==> src/rtl/dtree_seq_walker.sv <==
// Sequential decision-tree classifier: loads NUM_FEAT feature bytes serially, then walks an
// external node ROM one node per cycle through a single shared threshold comparator.
//
// state | meaning
// IDLE  | post-reset, moves to LOAD on the next clock
// LOAD  | accepting feature bytes into the feature store
// WALK  | evaluating one node per cycle from the node ROM
// DONE  | result held on out_class/out_err until out_ready
module dtree_seq_walker #(
    parameter int NUM_FEAT  = 18,
    parameter int AW        = 7,
    parameter int CLASS_W   = 2,
    parameter int MAX_DEPTH = 15,
    parameter int ROOT_ADDR = 0
) (
    input  logic               clk,
    input  logic               rst,
    input  logic               in_valid,
    output logic               in_ready,
    input  logic [7:0]         in_data,
    output logic [AW-1:0]      node_addr,
    input  logic [18+2*AW-1:0] node_data,
    output logic               out_valid,
    input  logic               out_ready,
    output logic [CLASS_W-1:0] out_class,
    output logic               out_err
);

    localparam int NW = 18 + 2*AW;
    localparam int CW = (NUM_FEAT > 1) ? $clog2(NUM_FEAT) : 1;
    localparam int DW = $clog2(MAX_DEPTH + 1);

    localparam logic [1:0] S_IDLE = 2'd0;
    localparam logic [1:0] S_LOAD = 2'd1;
    localparam logic [1:0] S_WALK = 2'd2;
    localparam logic [1:0] S_DONE = 2'd3;

    logic [1:0]    state;
    logic [CW-1:0] cnt;
    logic [DW-1:0] depth;
    logic [7:0]    feat [NUM_FEAT];

    // Node word: leaf flag in the MSB, one reserved bit, then fidx/shift/thr/left/right packed down to bit 0.
    logic          n_leaf;
    logic          unused_rsv;
    logic [4:0]    n_fidx;
    logic [2:0]    n_shift;
    logic [7:0]    n_thr;
    logic [AW-1:0] n_left;
    logic [AW-1:0] n_right;

    assign n_leaf     = node_data[NW-1];
    assign unused_rsv = node_data[NW-2];
    assign n_fidx     = node_data[2*AW+15:2*AW+11];
    assign n_shift    = node_data[2*AW+10:2*AW+8];
    assign n_thr      = node_data[2*AW+7:2*AW];
    assign n_left     = node_data[2*AW-1:AW];
    assign n_right    = node_data[AW-1:0];

    logic [7:0] feat_sel;
    logic [7:0] feat_shifted;
    logic       go_left;
    logic       bad_fidx;
    logic       depth_full;
    logic       accept;

    always_comb begin
        feat_sel = '0;
        for (int i = 0; i < NUM_FEAT; i++) begin
            if (n_fidx == 5'(i)) feat_sel = feat[i];
        end
    end

    assign feat_shifted = feat_sel >> n_shift;
    assign go_left      = (feat_shifted <= n_thr);
    assign bad_fidx     = (int'(n_fidx) >= NUM_FEAT);
    assign depth_full   = (depth == DW'(MAX_DEPTH));

    assign in_ready  = (state == S_LOAD);
    assign out_valid = (state == S_DONE);
    assign accept    = in_valid && in_ready;

    // Feature store has no reset; every entry is rewritten before a walk can read it.
    always_ff @(posedge clk) begin
        if (accept) feat[cnt] <= in_data;
    end

    always_ff @(posedge clk or posedge rst) begin
        if (rst) begin
            state     <= S_IDLE;
            cnt       <= '0;
            depth     <= '0;
            node_addr <= AW'(ROOT_ADDR);
            out_class <= '0;
            out_err   <= 1'b0;
        end else begin
            case (state)
                S_IDLE: state <= S_LOAD;
                S_LOAD: begin
                    if (accept) begin
                        if (cnt == CW'(NUM_FEAT - 1)) begin
                            cnt       <= '0;
                            depth     <= '0;
                            node_addr <= AW'(ROOT_ADDR);
                            state     <= S_WALK;
                        end else begin
                            cnt <= cnt + 1'b1;
                        end
                    end
                end
                S_WALK: begin
                    if (n_leaf) begin
                        out_class <= n_thr[CLASS_W-1:0];
                        out_err   <= 1'b0;
                        state     <= S_DONE;
                    end else if (bad_fidx || depth_full) begin
                        out_class <= '0;
                        out_err   <= 1'b1;
                        state     <= S_DONE;
                    end else begin
                        node_addr <= go_left ? n_left : n_right;
                        depth     <= depth + 1'b1;
                    end
                end
                S_DONE: begin
                    if (out_ready) begin
                        cnt   <= '0;
                        state <= S_LOAD;
                    end
                end
                default: state <= S_IDLE;
            endcase
        end
    end

endmodule
==> config.mk <==
export PLATFORM = sky130hd
export DESIGN_NAME = dtree_seq_walker
export DESIGN_NICKNAME = d
export VERILOG_FILES = /design/src/rtl/dtree_seq_walker.sv
export SDC_FILE = /design/constraint.sdc
export NUM_CORES = 1
export LEC_CHECK = 0
export BUFFER_PORTS_ARGS = -buffer_cell sky130_fd_sc_hd__buf_2
export CORE_MARGIN = 2
export CORE_UTILIZATION = 35
export CTS_CLUSTER_SIZE = 10
export DETAILED_ROUTE_END_ITERATION = 6
export GPL_TIMING_DRIVEN = 0
export SLEW_MARGIN = 20
export SYNTH_ARGS = -nofsm -noshare
export SYNTH_HDL_FRONTEND = slang
export SYNTH_SLANG_ARGS = --single-unit
==> constraint.sdc <==
create_clock -name clk -period 3.75 [get_ports clk]
set_input_delay 0.375 -clock clk [delete_from_list [all_inputs] [get_ports clk]]
set_output_delay 0.375 -clock clk [all_outputs]
set_load 0.02 [all_outputs]
==> out/qor.txt <==
Synth Area in Simple Gates -> 0.131
Combinational power share -> 0.200
Unique cell type count in the Yosys netlist -> 78
Netlist Area Pre-Place -> 8080 um^2
DRT iter0 DRCs -> 837
Critical-path top delay cell -> or2_2
Vias -> 5914
Metal3 WL -> 2160 um
Post-DP HPWL -> 16100 um
Total routed wire length on the met1 layer -> 9900 um
Switching pwr -> 0.00149 W
Die area -> 24300 um^2
Number of synthesized flops with an enable pin -> 144
Drt via density -> 5.79
Switching Share -> 0.310
Power Total -> 0.00481 W
Post-Synth Adder-Cell Area -> 0.0263
Vias in the first global route -> 5563
Ant diodes -> 0
Post-route DRC -> 0
Clock sinks -> 165
Final std cell area, no fill -> 9510 um^2
Maxcap violations -> 0
Ratio of cells with drive above 1 in the final layout -> 0.247
Ys async rst share -> 0.127
Fmax -> 0.283 GHz
Crit path largest cell delay -> 390 ps
Max Root-Sink Buffers -> 2
Clk pin slew, worst setup/hold paths -> 70 ps
Final clock period utilization by the worst path -> 0.941
Internal power -> 0.00332 W
Drt total wl -> 23400 um
Leakage -> 3.39 nW
Prevailing post-synth register cell -> edfxtp_1
Compound-gate portion of the synthesized area -> 0.153
Hold WC Path Type -> in -> async
CTS H-tree depth -> 4
Area of the multi-input gates -> 3060 um^2
Avg Cell Area, Syn -> 12.4 um^2
Max FO, Critical Path -> 10
Initial core utilization -> 0.357
Mux contribution to synthesized area -> 0.0466
Setup violators final -> 0
Port bufs -> 51
Critical Path RT -> 4060 ps
P per Cell Area -> 505 nW/um^2
Worst vdd ir -> 0.000228 V
Area growth, synth to finish -> 17.8%
WL/cell -> 22.9 um
Seq/Total Area, Yosys -> 0.600
First-pass GRT wire length -> 34600 um
Unrepaired setup endpoints after global routing -> false
Final #Nets -> 784
GPL Wtd Cong -> 0.912
Synth top area cells -> edfxtp_1, dfrtp_1, ha_1
Most common cell in the netlist -> edfxtp_1
Root Buffer -> clkbuf_16
Worst R2R End -> node_addr[2]$_DFFE_PP0P_
Net Count, Synth -> 711
Worst Tran Pin Value -> 1050 ps
DR WL met2 -> 10600 um
CP startpoint kind -> input port
CP endpoint kind -> flip-flop
Outcome -> finished, final reports clean
Cts-stage hold buffer count -> 0
Critical-path cell list -> buf_2 -> buf_2 -> or2_2 -> nor2_2 -> a22oi_1 -> o21ai_1 -> a31oi_1 -> mux2_2 -> a211oi_2 -> ha_1 -> nor2b_1 -> o21a_1 -> o21a_1 -> o21ai_1 -> nand3b_1 -> buf_4 -> nand4_1 -> o211ai_1
Gate Count Post-Synth -> 650
Xor and xnor fraction of the mapped netlist area -> 0.00108
Post-DRT Antenna Nets -> 0
CORE AREA -> 22600 um^2
CTS tree -> built
Worst path bufs/invs -> 3
DIE WIDTH -> 156 um
RR Startpoint -> feat[10][5]$_DFFE_PP_
Die Ht -> 156 um
All-Layer GR Usage -> 0.195
CP arrival -> 3840 ps
Placed Area -> 8720 um^2
Gr ovfl total -> 0
Drt first pass iters -> 7
Seq pwr share -> 0.457
Synthesized flop and latch total -> 165
Synth area leader -> edfxtp_1
FF-to-FF path depth -> 16
Synth top cells by count -> edfxtp_1, nor2_1, nand2_1
Synth warnings -> 0
Largest net degree at the start of global routing -> 22
CTS buffer count -> 17
Clock skew -> 10.9 ps
Main combinational cell family by area after synthesis -> compound AO/OA/AOI/OAI gates
Max-slew headroom -> 0.298
Initial antenna violation count -> 1
Top sig layer -> met5
Type of the worst setup path -> in -> reg
Family with the most delay on the worst path -> compound AO/OA/AOI/OAI gates
Clk network pwr share -> 0.343
Register area -> 4850 um^2
Fin crit period -> 3530 ps
Rows -> 55
R2R Setup Slk -> 290 ps
Clk_lat worst skew -> 430 ps
Final Slew Violations -> 0
Num ports -> 56
Yosys top cell area share -> 0.535
Final Hold Fails -> 0
Fillers -> 2097
[cells in the final DEF, fill, tap and decap left out, types with 12 or more instances in the layout]
cell type | synthesis | routed
nand2_1 | 46 | 45
clkbuf_16 | 0 | 17
o211ai_1 | 13 | 13
mux2_2 | 13 | 13
nor2_1 | 47 | 45
buf_4 | 9 | 15
edfxtp_1 | 144 | 144
nand3_1 | 20 | 20
nand2b_1 | 14 | 14
nor2b_1 | 12 | 12
inv_1 | 24 | 24
mux2i_1 | 14 | 13
dfrtp_1 | 21 | 21
a21oi_1 | 25 | 23
ha_1 | 17 | 16
o21ai_0 | 25 | 23
buf_2 | 15 | 57
[power by group through the flow]
| stage | registers (W) | clock network (W) | logic (W) |
|---|---|---|---|
| 6_report | 0.00220 | 0.00165 | 0.000962 |
| 3_5_place_dp | 0.00224 | 0 | 0.000921 |
| 4_1_cts | 0.00220 | 0.00166 | 0.000942 |
| 5_1_grt | 0.00221 | 0.00175 | 0.00107 |
| 2_1_floorplan | 0.00227 | 0 | 0.000578 |
| 3_3_place_gp | 0.00223 | 0 | 0.000902 |
[routing by layer]
| layer | global-route usage | vias up |
|---|---|---|
| met5 | 0 | - |
| met4 | 0.0686 | 2 |
| met3 | 0.0467 | 45 |
| met2 | 0.298 | 305 |
| met1 | 0.272 | 2908 |
| li1 | - | 2654 |
[logic make-up (layout without fill, tap and decap cells)]
family | Yosys count | in the layout
xor+xnor | 1 | 1
buf+inv | 68 | 154
simple gates | 201 | 201
compound gates | 167 | 167
mux | 31 | 31
fa+ha+maj | 17 | 17
flops | 165 | 165
[timing repair]
item                                    in CTS  in global routing
endpoints found under the hold margin        0                  0
setup buffers                                3                  2
gates resized for setup                     27                 29
endpoints found under the setup margin       7                  7
pin swaps                                    3                 11
[worst max path at each step]
stage,end,from,slack (ps),cells after the start
after global placement,node_addr[2]$_DFFE_PP0P_,node_data[26],-1040,20
after floorplan,node_addr[0]$_DFFE_PP0P_,node_data[26],50,18
final,node_addr[2]$_DFFE_PP0P_,node_data[29],220,18
after global routing,node_addr[1]$_DFFE_PP0P_,node_data[25],6,20
after detailed placement,node_addr[0]$_DFFE_PP0P_,node_data[26],-1020,20
after CTS,node_addr[0]$_DFFE_PP0P_,node_data[26],2,20
[sequential cells by signal (all words and copies together) (netlist names)]
name	flops
out_class	2
out_err	1
state	2
cnt	5
depth	4
feat	144
node_addr	7
[through the flow]
stage               std cells   util  TNS [ps]  worst slack [ps]  hold WS, ps
floorplan                 650      -         0              46.6          352
CTS                      1021  0.415         0              1.88          132
detailed placement        987  0.385     -7090             -1020          475
global route             1021  0.420         0              6.35          167
global placement          986  0.384     -7180             -1040          475
finish                   1021  0.420         0               221          102
[layout make-up]
| cell class | instances | area share |
|---|---|---|
| plain buffers | 40 | 0.0317 |
| clock buffers | 18 | 0.0451 |
| clock inverters | 14 | 0.0128 |
| inverters | 25 | 0.00986 |
| multi-input cells | 417 | 0.322 |
| flip-flops and latches | 165 | 0.510 |
| well taps | 285 | 0.0375 |
| repair buffers | 57 | 0.0316 |
Power figures use the tool's default switching activity.
